### src/rtl/rv_dmem_arbiter.sv
// Data-memory arbiter and access sequencer for the uRV core: shares one memory bus between core (C) and debug/DMA (D).
// Define URV_DMEM_RR_EN for round-robin arbitration; otherwise C has fixed priority.
module rv_dmem_arbiter #(
    parameter int TIMEOUT_CYCLES = 16
) (
    input  logic        clk_i,
    input  logic        rst_n_i,

    input  logic        c_req_i,
    input  logic        c_we_i,
    input  logic [31:0] c_addr_i,
    input  logic [31:0] c_data_s_i,
    input  logic [3:0]  c_sel_i,
    output logic [31:0] c_data_l_o,
    output logic        c_done_o,
    output logic        c_err_o,

    input  logic        d_req_i,
    input  logic        d_we_i,
    input  logic [31:0] d_addr_i,
    input  logic [31:0] d_data_s_i,
    input  logic [3:0]  d_sel_i,
    output logic [31:0] d_data_l_o,
    output logic        d_done_o,
    output logic        d_err_o,

    output logic [31:0] dm_addr_o,
    output logic [31:0] dm_data_s_o,
    output logic [3:0]  dm_data_select_o,
    output logic        dm_load_o,
    output logic        dm_store_o,
    input  logic [31:0] dm_data_l_i,
    input  logic        dm_ready_i,

    output logic        busy_o
);

    localparam int CNT_W = (TIMEOUT_CYCLES > 1) ? $clog2(TIMEOUT_CYCLES) : 1;
    localparam logic [CNT_W-1:0] CNT_LAST = CNT_W'((TIMEOUT_CYCLES > 0) ? TIMEOUT_CYCLES - 1 : 0);
    localparam bit TIMEOUT_EN = (TIMEOUT_CYCLES > 0);

    typedef enum logic [1:0] {
        IDLE   = 2'd0,
        BUSY_C = 2'd1,
        BUSY_D = 2'd2
    } state_t;

    state_t           state;
    state_t           state_next;
    logic             grant_c;
    logic             grant_d;
    logic             prefer_d;
    logic             busy_any;
    logic             timeout_hit;
    logic             finish;
    logic [CNT_W-1:0] wait_cnt;

`ifdef URV_DMEM_RR_EN
    logic last_d;

    // On contention the requester that was not served last goes first.
    assign prefer_d = !last_d;

    always_ff @(posedge clk_i) begin
        if (!rst_n_i) begin
            last_d <= 1'b1;
        end else if (grant_c) begin
            last_d <= 1'b0;
        end else if (grant_d) begin
            last_d <= 1'b1;
        end
    end
`else
    assign prefer_d = 1'b0;
`endif

    assign busy_any    = (state != IDLE);
    assign timeout_hit = TIMEOUT_EN && busy_any && (wait_cnt == CNT_LAST) && !dm_ready_i;
    assign finish      = busy_any && (dm_ready_i || timeout_hit);
    assign busy_o      = busy_any;

    always_comb begin
        state_next = state;
        grant_c    = 1'b0;
        grant_d    = 1'b0;
        case (state)
            IDLE: begin
                if (c_req_i && d_req_i) begin
                    grant_d = prefer_d;
                    grant_c = !prefer_d;
                end else begin
                    grant_c = c_req_i;
                    grant_d = d_req_i;
                end
                if (grant_c) begin
                    state_next = BUSY_C;
                end else if (grant_d) begin
                    state_next = BUSY_D;
                end
            end
            BUSY_C, BUSY_D: begin
                if (finish) begin
                    state_next = IDLE;
                end
            end
            default: state_next = IDLE;
        endcase
    end

    always_ff @(posedge clk_i) begin
        if (!rst_n_i) begin
            state <= IDLE;
        end else begin
            state <= state_next;
        end
    end

    // Grant latches the winner's request; the strobe drops when the access finishes.
    always_ff @(posedge clk_i) begin
        if (!rst_n_i) begin
            dm_addr_o        <= '0;
            dm_data_s_o      <= '0;
            dm_data_select_o <= '0;
            dm_load_o        <= 1'b0;
            dm_store_o       <= 1'b0;
            wait_cnt         <= '0;
        end else if (grant_c) begin
            dm_addr_o        <= c_addr_i;
            dm_data_s_o      <= c_data_s_i;
            dm_data_select_o <= c_sel_i;
            dm_load_o        <= !c_we_i;
            dm_store_o       <= c_we_i;
            wait_cnt         <= '0;
        end else if (grant_d) begin
            dm_addr_o        <= d_addr_i;
            dm_data_s_o      <= d_data_s_i;
            dm_data_select_o <= d_sel_i;
            dm_load_o        <= !d_we_i;
            dm_store_o       <= d_we_i;
            wait_cnt         <= '0;
        end else if (finish) begin
            dm_load_o        <= 1'b0;
            dm_store_o       <= 1'b0;
        end else if (busy_any && TIMEOUT_EN && (wait_cnt != CNT_LAST)) begin
            wait_cnt         <= wait_cnt + 1'b1;
        end
    end

    // Completion is combinational with ready; an access being killed by reset reports nothing.
    always_comb begin
        c_done_o   = rst_n_i && (state == BUSY_C) && finish;
        c_err_o    = rst_n_i && (state == BUSY_C) && timeout_hit;
        d_done_o   = rst_n_i && (state == BUSY_D) && finish;
        d_err_o    = rst_n_i && (state == BUSY_D) && timeout_hit;
        c_data_l_o = '0;
        d_data_l_o = '0;
        if (c_done_o && dm_ready_i && !dm_store_o) begin
            c_data_l_o = dm_data_l_i;
        end
        if (d_done_o && dm_ready_i && !dm_store_o) begin
            d_data_l_o = dm_data_l_i;
        end
    end

endmodule

### config.mk
export PLATFORM = sky130hd
export DESIGN_NAME = rv_dmem_arbiter
export DESIGN_NICKNAME = d
export VERILOG_FILES = /design/src/rtl/rv_dmem_arbiter.sv
export SDC_FILE = /design/constraint.sdc
export NUM_CORES = 1
export LEC_CHECK = 0
export CORE_AREA = 2 2 120 122
export CTS_CLUSTER_DIAMETER = 120
export CTS_CLUSTER_SIZE = 14
export DETAILED_ROUTE_END_ITERATION = 6
export DIE_AREA = 0 0 122 124
export HOLD_SLACK_MARGIN = 0.03
export PLACE_DENSITY = 0.76
export SETUP_SLACK_MARGIN = 0.2
export SYNTH_ARGS = -nofsm -noshare
export SYNTH_HDL_FRONTEND = slang
export SYNTH_SLANG_ARGS = --single-unit
### constraint.sdc
create_clock -name clk_i -period 1.6 [get_ports clk_i]
set_input_delay 0.32 -clock clk_i [delete_from_list [all_inputs] [get_ports clk_i]]
set_output_delay 0.32 -clock clk_i [all_outputs]
set_load 0.01 [all_outputs]
### Word level (Yosys, flattened, before mapping)

Cells that the tools add are included.
W data, S select, Z words.

* register bits: 76
* input bits: 175
* logic and storage cells: 67
* output and inout bits: 139

* eq/ne operators: 6
* mux-type cells: 23
* reduce and logical (&&, ||, !) cells: 28
* add/sub/neg operators: 1
* bitwise gates (word level): 2

Operators by type and width (number)
* $mux W32: 6
* $logic_and A1 B1 Y1: 15
* $mux W1: 11
* $mux W4: 2
* $mux W2: 3
* $add A4 B1 Y4 const B: 1
* $eq A4 B4 Y1 const B: 1
* $logic_not A1 Y1: 4
* $ne A4 B4 Y1 const B: 1
* $pmux W2 S2: 1
* $reduce_and A2 Y1: 2
* $reduce_bool A2 Y1: 2
* $ne A3 B3 Y1 const B: 1
* $reduce_bool A3 Y1: 1
* $reduce_or A3 Y1: 1
* $eq A2 B1 Y1 const B: 1
* $eq A2 B2 Y1 const B: 1
* $logic_not A2 Y1: 1
* $ne A2 B2 Y1 const B: 1
* $not A1 Y1: 2
* $reduce_or A2 Y1: 1
* $logic_or A1 B1 Y1: 1

### Longest topological paths before layout

Gate-level depths: netlist of run 1.

* word-level depth: 9
* mapped depth: 9
* gate-level depth less buffers: 5

### Worst setup path before layout of run 1

No wires, ideal clock.

* kind: register to output
* from: reg state[0]
* to: out d_data_l_o[10]
* cell stages (with the launch flop): 8
* path buffers: 2
* data arrival time: 1.390 ns
* path slack: -0.110 ns
* required time: 1.280 ns
* path through: dfxtp_1 -> inv_1 -> ha_1 -> buf_6 -> nand3b_1 -> nor2_2 -> clkbuf_2 -> and2_1

* cells in the longest elaborated chain, start to end: 9
* elaborated cells on any way between the ends: 11
* those cells by class: eq/ne: 1; mux: 1; reduce/logical: 9

RTL lines
* start, declared: RTL line 48 `state_t state;`
* start signal, assigned: RTL line 114 `state <= state_next;`
* $reduce_bool A2 Y1: RTL line 77 `assign busy_any = (state != IDLE);`
* $logic_and A1 B1 Y1 (2 in series): RTL line 78 `assign timeout_hit = TIMEOUT_EN && busy_any && (wait_cnt == CNT_LAST) && !dm_ready_i;`
* $logic_or A1 B1 Y1: RTL line 79 `assign finish = busy_any && (dm_ready_i || timeout_hit);`
* $logic_and A1 B1 Y1: RTL line 79
* $logic_and A1 B1 Y1 *: RTL line 153 `d_done_o = rst_n_i && (state == BUSY_D) && finish;`
* $logic_and A1 B1 Y1 * (2 in series): RTL line 160 `if (d_done_o && dm_ready_i && !dm_store_o) begin`
* $mux W32 *: RTL line 160
* end, declared: RTL line 23 `output logic [31:0] d_data_l_o,`

Mark *: on every way between the ends. The rest lies on a longest branch, timed or not.

### Final worst setup path of run 1

* from: reg state[0]
* to: out d_data_l_o[21]

Same word-level chain as after synthesis.

==> results of run 1 <==
metal layers:
metal / wire length (um) / part of all wire (%) / global-route usage, %
met1: 8999 / 36 / 27.62
met2: 13180 / 53 / 50.14
met3: 1685 / 6.7 / 7.555
met4: 1121 / 4.5 / 12.28
met5: 0 / 0 / 0
path summary, 6_finish.rpt:
path	from	end	slack, ns
setup / recovery	state[0]$_SDFFE_PN0P_	d_data_l_o[21]	-0.60
setup reg to reg	state[0]$_SDFFE_PN0P_	dm_addr_o[8]$_SDFFE_PN0P_	-0.42
hold reg to reg	dm_data_s_o[19]$_SDFFE_PN0P_	dm_data_s_o[19]$_SDFFE_PN0P_	0.52
hold / removal	dm_data_s_o[19]$_SDFFE_PN0P_	dm_data_s_o[19]$_SDFFE_PN0P_	0.52
sequential cells by signal, summed over array words and instances (netlist names):
register / flops
dm_load_o: 1
wait_cnt: 4
dm_store_o: 1
dm_data_select_o: 4
dm_data_s_o: 32
dm_addr_o: 32
state: 2
area by class of cell:
class / count / area, um^2 / area share [%]
diodes: 1 / 2.502 / 0.02363
well taps: 180 / 225.2 / 2.127
multi-input cells: 389 / 3363 / 31.77
repair buffers: 425 / 5175 / 48.88
clock buffers: 10 / 229.0 / 2.163
inverters: 4 / 15.01 / 0.1418
flip-flops and latches: 76 / 1524 / 14.39
clock inverters: 5 / 53.80 / 0.5082
power breakdown:
part	internal, W	switching (W)
logic	0.00376	0.00322
clock network	0.00120	0.000826
registers	0.00234	0.000294
layout by cell type (no fill, tap or decap), drive strengths merged, types with 7 or more instances in the layout:
cell,n
clkdlybuf4s50,173
buf,172
a21oi,137
dfxtp,76
nand2,74
o21ai,74
and2,67
dlygate4sd2,45
clkbuf,21
dlymetal6s2s,20
nor2,7
tightest hold or removal path, stage by stage (launching register included):
cell and delay, ns:
dfxtp_1 0.32, o21ai_1 0.08, a21oi_2 0.09
through the flow:
stage	cell area [um^2]	util (%)	hold WS [ns]
global route	10590	77.17	0.5441
floorplan	3897	-	0.4541
global placement	7301	53.21	0.5189
finish	10590	77.17	0.5202
CTS	9064	66.06	0.5064
detailed placement	7301	53.21	0.5242
what timing repair did:
item,4_1_cts,5_1_grt
hold buffers,0,0
setup endpoints to repair,209,167
gates cloned,29,14
endpoints found under the hold margin,0,0
buffers inserted,38,6
pin swaps,62,88
resized for setup,574,319
cell families after synthesis:
kind of cell / count (synthesis)
mux: 1
simple gates: 159
xor+xnor: 1
flops: 76
compound gates: 222
fa+ha+maj: 4
buf+inv: 50
==> impl_metrics.yaml, run 1 <==
status:
  status: "finished with violations"
  violations: "negative setup slack"
synthesis:
  synth_compound_area_share_pct: 30.31
  synth_largest_area_cell: "dfxtp_1"
  syn_inst: 513
  synthXorXnorAreaFrac_pct: 0.2274
  synth-simple-area-share_pct: 21.31
  synth_fa_ha_area_share_pct: 1.300
  synth-edff-count: 0
  synth_fp_nets: 692
  ys_ff_latch: 76
  ys.flop_type: "dfxtp_1"
  synth_mux_area_share_pct: 0.2599
  yosysMostFrequentCell: "a21oi_1"
  ys_top_cells_by_area: "dfxtp_1, a21oi_1, and2_1, o21ai_0, nand2_1"
  synth_top_area_share_pct: 39.51
  synth_common_cells: "a21oi_1, dfxtp_1, nand2_1, o21ai_0, and2_1"
  syn_avg_cell_area_um2: 7.507
  synthArstFlopShare_pct: 0
  synth_top_family_by_area: "compound AO/OA/AOI/OAI gates"
  synthDistinctLibCells: 37
  synth_seq_area_share_pct: 39.51
  yosys_warnings: 0
  netlist_area_um2: 3851
floorplan:
  start_util_pct: 28.07
  ios: 314
  die_h_um: 124
  die_w_um: 122
  num_rows: 43
  die_area_um2: 15130
  core_um2: 13720
critical_path:
  cp_cell_sequence: "inv_2 -> ha_4 -> nand3b_1 -> nor2_4 -> buf_6 -> clkbuf_16 -> and2_4 -> buf_6"
  path_class: "flop to output pin"
  cpMostUsedCell: "buf_6"
  worstPathRequired_ns: 1.28
  critical-path-top-delay-family: "simple AND/OR/NAND/NOR gates"
  critPathSlowestCell: "dfxtp_2"
  critPathLaunchType: "flop"
  endpoint_kind: "output pin"
  worstRegToRegCells: 13
  cp.depth: 8
  arrival_ns: 1.88
  critPathBufInv: 4
  critPathMaxStageDelay_ns: 0.35
  path_max_fanout: 8
route:
  wl_per_cell_um: 22.92
  via_per_inst: 5.225
  drt_iter0_drc: 264
  wl_um: 24980
  vias: 5695
  postRouteAntennaNets: 0
  first_pass_iters: 5
  drc_errors: 0
final_layout:
  drive_above_1_share_pct: 53.25
  fill_cells: 857
  final_nets: 1084
  syn_to_final_growth_pct: 174.9
  finalNonFillerCells: 1090
sta:
  hold_viol: 0
  maxSlewHeadroom_pct: 19.35
  worst_pin_slew_ns: 1.210
  fin_skew_ns: 0.006733
  rsz0062_at_grt: "yes"
  setup_slack_ns: -0.5969
  min_period_ns: 2.197
  finalSetupViolCount: 145
  tns_ns: -60.77
  slew_violations: 0
  fin_crit_sh_pct: 137.3
  fmax_mhz: 455.2
pwr:
  finalPower_w: 0.01163
  vdd.ir_drop.worst_v: 0.0008008
  power.leakage_nw: 4.791
  power.density_nw_per_um2: 1099
cts:
  clk_latency_ns: 0.34
  cts-buffers-inserted: 9
  cts_buffer_depth: 2
  cts-root-buf: "clkbuf_16"
  clk_pin_slew_worst_paths_ns: 0.07
  cts.sinks: 76
  cts.htree.levels: 3
  cts_tree: "done"
placed_design:
  pre_cts_slack_ns: -0.6449
  dp.cells: 987
  io_buffers: 313
  hpwl_um: 11770
  gp_congestion: 0.7709
worst_hold_path:
  min_path_type: "flop to flop"
  whs_path_depth: 2
global_routing:
  grtUsageTotal_pct: 26.78
  grt_overflow: 0
  grt_max_degree: 76
  grt_pass1_vias: 5465
  grt_pass1_wl_um: 30410
  antenna_found_initial: 1
flow_run:
  max_cap_violations: 0
Power figures use the tool's default switching activity.
==> run 2: changes to the inputs <==
--- a/config.mk
+++ b/config.mk
@@ -6,7 +6,7 @@
 export NUM_CORES = 1
 export LEC_CHECK = 0
 export CORE_AREA = 2 2 120 122
-export CTS_CLUSTER_DIAMETER = 120
+export CTS_CLUSTER_DIAMETER = 60
 export CTS_CLUSTER_SIZE = 14
 export DETAILED_ROUTE_END_ITERATION = 6
 export DIE_AREA = 0 0 122 124
==> results of run 2 <==
The final DEF is identical to that of run 1; final timing and power are the same.
==> run 3: changes to the inputs <==
--- a/config.mk
+++ b/config.mk
@@ -5,13 +5,14 @@
 export SDC_FILE = /design/constraint.sdc
 export NUM_CORES = 1
 export LEC_CHECK = 0
-export CORE_AREA = 2 2 120 122
+export CAP_MARGIN = 30
+export CORE_ASPECT_RATIO = 0.5
+export CORE_UTILIZATION = 30
 export CTS_CLUSTER_DIAMETER = 60
 export CTS_CLUSTER_SIZE = 14
 export DETAILED_ROUTE_END_ITERATION = 6
-export DIE_AREA = 0 0 122 124
 export HOLD_SLACK_MARGIN = 0.03
-export PLACE_DENSITY = 0.76
+export PLACE_DENSITY = 0.81
 export SETUP_SLACK_MARGIN = 0.2
 export SYNTH_ARGS = -nofsm -noshare
 export SYNTH_HDL_FRONTEND = slang
==> run 3 against run 2 <==
Effect of this change: the run still ends with negative setup slack left; non-clock buffer count decreased by 73; worst setup slack improved by 0.031 ns; via count down 14%; worst hold slack improved by 0.014 ns; sequential share of layout area grew 5.4 points; critical path depth fell by 1.
==> impl_metrics.yaml, run 3 (synthesis results as in run 1) <==
floorplan:
  num_rows: 28
  die_h_um: 82.12
  ios: 314
  start_util_pct: 31.68
  core_um2: 12160
  die_w_um: 162.2
  die_area_um2: 13320
placed_design:
  io_buffers: 313
  gp_congestion: 0.8360
  hpwl_um: 12160
route:
  wl_met3_um: 822
  wl_um: 17120
  first_pass_iters: 5
  postRouteAntennaNets: 0
  drc_errors: 0
  wl_met1_um: 6698
  drt_iter0_drc: 236
  wl_per_cell_um: 17.10
  via_per_inst: 4.914
  vias: 4919
  dr_wl_met2_um: 9048
  routed.top_layer: "met4"
final_layout:
  final_nets: 1009
  drive_above_1_share_pct: 19.76
  layout_common_cells: "clkdlybuf4s50_1, a21oi_1, dfxtp_1"
  syn_to_final_growth_pct: 99.61
  layout_commonest_cell: "clkdlybuf4s50_1"
  reg_top3: "dm_addr_o (32), dm_data_s_o (32)"
sta:
  setup_slack_ns: -0.5663
  fmax_mhz: 461.6
  rsz0062_at_grt: "yes"
  slew_violations: 0
  holdWs_ns: 0.5343
  hold_viol: 0
  min_period_ns: 2.166
  maxSlewHeadroom_pct: 53.21
  finalSetupViolCount: 69
  worst_pin_slew_ns: 0.7018
  fin_skew_ns: 0.006641
  fin_crit_sh_pct: 135.4
critical_path:
  critPathLaunchType: "flop"
  r2r-start: "state[0]$_SDFFE_PN0P_"
  path_max_fanout: 8
  r2r_slack_ns: 0.04
  arrival_ns: 1.85
  path_class: "flop to output pin"
  worstPathRequired_ns: 1.28
  worstRegToRegCells: 7
  endpoint_kind: "output pin"
  reg2reg_to: "dm_addr_o[12]$_SDFFE_PN0P_"
pwr:
  finalPower_w: 0.007911
  power.leakage_nw: 3.375
  vdd.ir_drop.worst_v: 0.0006272
  power.density_nw_per_um2: 1029
worst_hold_path:
  min_path_type: "flop to flop"
  worstHoldEndpoint: "dm_addr_o[1]$_SDFFE_PN0P_"
  worstHoldStart: "dm_addr_o[1]$_SDFFE_PN0P_"
  whs_path_depth: 2
flow_run:
  max_cap_violations: 0
cts:
  clk_pin_slew_worst_paths_ns: 0.06
  cts-root-buf: "clkbuf_16"
  cts.sinks: 76
  clk_latency_ns: 0.33
  cts-buffers-inserted: 9
  cts.htree.levels: 3
  cts_buffer_depth: 2
  cts_tree: "done"
  ctsHoldBuffers: 0
status:
  violations: "negative setup slack"
  status: "finished with violations"
global_routing:
  grt_overflow: 0
  grt_pass1_wl_um: 25270
  grt_pass1_vias: 4848
  grtUsageTotal_pct: 24.38
  antenna_found_initial: 1
  grt_max_degree: 76
run 3: repair_timing:
item | 4_1_cts | 5_1_grt
gates resized for setup | 355 | 16
pin swaps | 12 | 3
setup buffers | 5 | 0
gates cloned | 4 | 2
setup endpoints to repair | 209 | 144
run 3: final cells by class:
class	count	area, um^2
clock inverter	4	47.55
fill	1090	4469
timing repair buffer	352	3470
clock buffer	12	256.5
multi-input combinational	387	2166
antenna	1	2.502
tap	165	206.4
inverter	4	15.01
sequential	76	1524
run 3: worst max-delay path by stage:
stage | from | to | slack, ns | depth (start not counted)
2_1_floorplan | state[0]$_SDFFE_PN0P_ | d_data_l_o[10] | -0.05 | 7
3_3_place_gp | dm_ready_i | c_data_l_o[5] | -0.63 | 6
3_5_place_dp | dm_ready_i | d_data_l_o[18] | -0.67 | 6
4_1_cts | state[1]$_SDFFE_PN0P_ | d_data_l_o[21] | -0.56 | 9
5_1_grt | state[0]$_SDFFE_PN0P_ | c_data_l_o[10] | -0.63 | 7
6_report | state[0]$_SDFFE_PN0P_ | c_data_l_o[6] | -0.57 | 7
run 3: power breakdown:
group          switching, W  leakage (nW)  internal, W  total [W]
logic               0.00171          2.59      0.00159    0.00330
registers          0.000195         0.632      0.00234    0.00253
clock network      0.000793         0.149      0.00129    0.00208
run 3: per-stage QoR:
step	instance area, um^2	setup slack [ns]	util (%)	TNS, ns	instances
after floorplan	3897	-0.04707	-	-2.380	513
after global placement	7302	-0.6279	60.07	-46.14	973
after detailed placement	7302	-0.6705	60.07	-49.21	973
after CTS	7691	-0.5631	63.27	-33.64	998
after global routing	7687	-0.6283	63.24	-38.49	1001
final	7687	-0.5663	63.24	-33.44	1001
run 3: routing by layer:
metal / global-route usage (%) / vias to the layer above
met5: 0 / -
met4: 10.75 / 0
met3: 4.845 / 36
met2: 46.11 / 171
met1: 27.14 / 2318
li1: - / 2394
run 3: worst max-delay path, cell delays in order, from the launching register on:
cell and delay [ns]:
dfxtp_2 0.34, buf_4 0.11, ha_2 0.19, nand3b_4 0.09
nor2_4 0.23, clkbuf_16 0.21, and2_1 0.12, clkdlybuf4s15_2 0.22
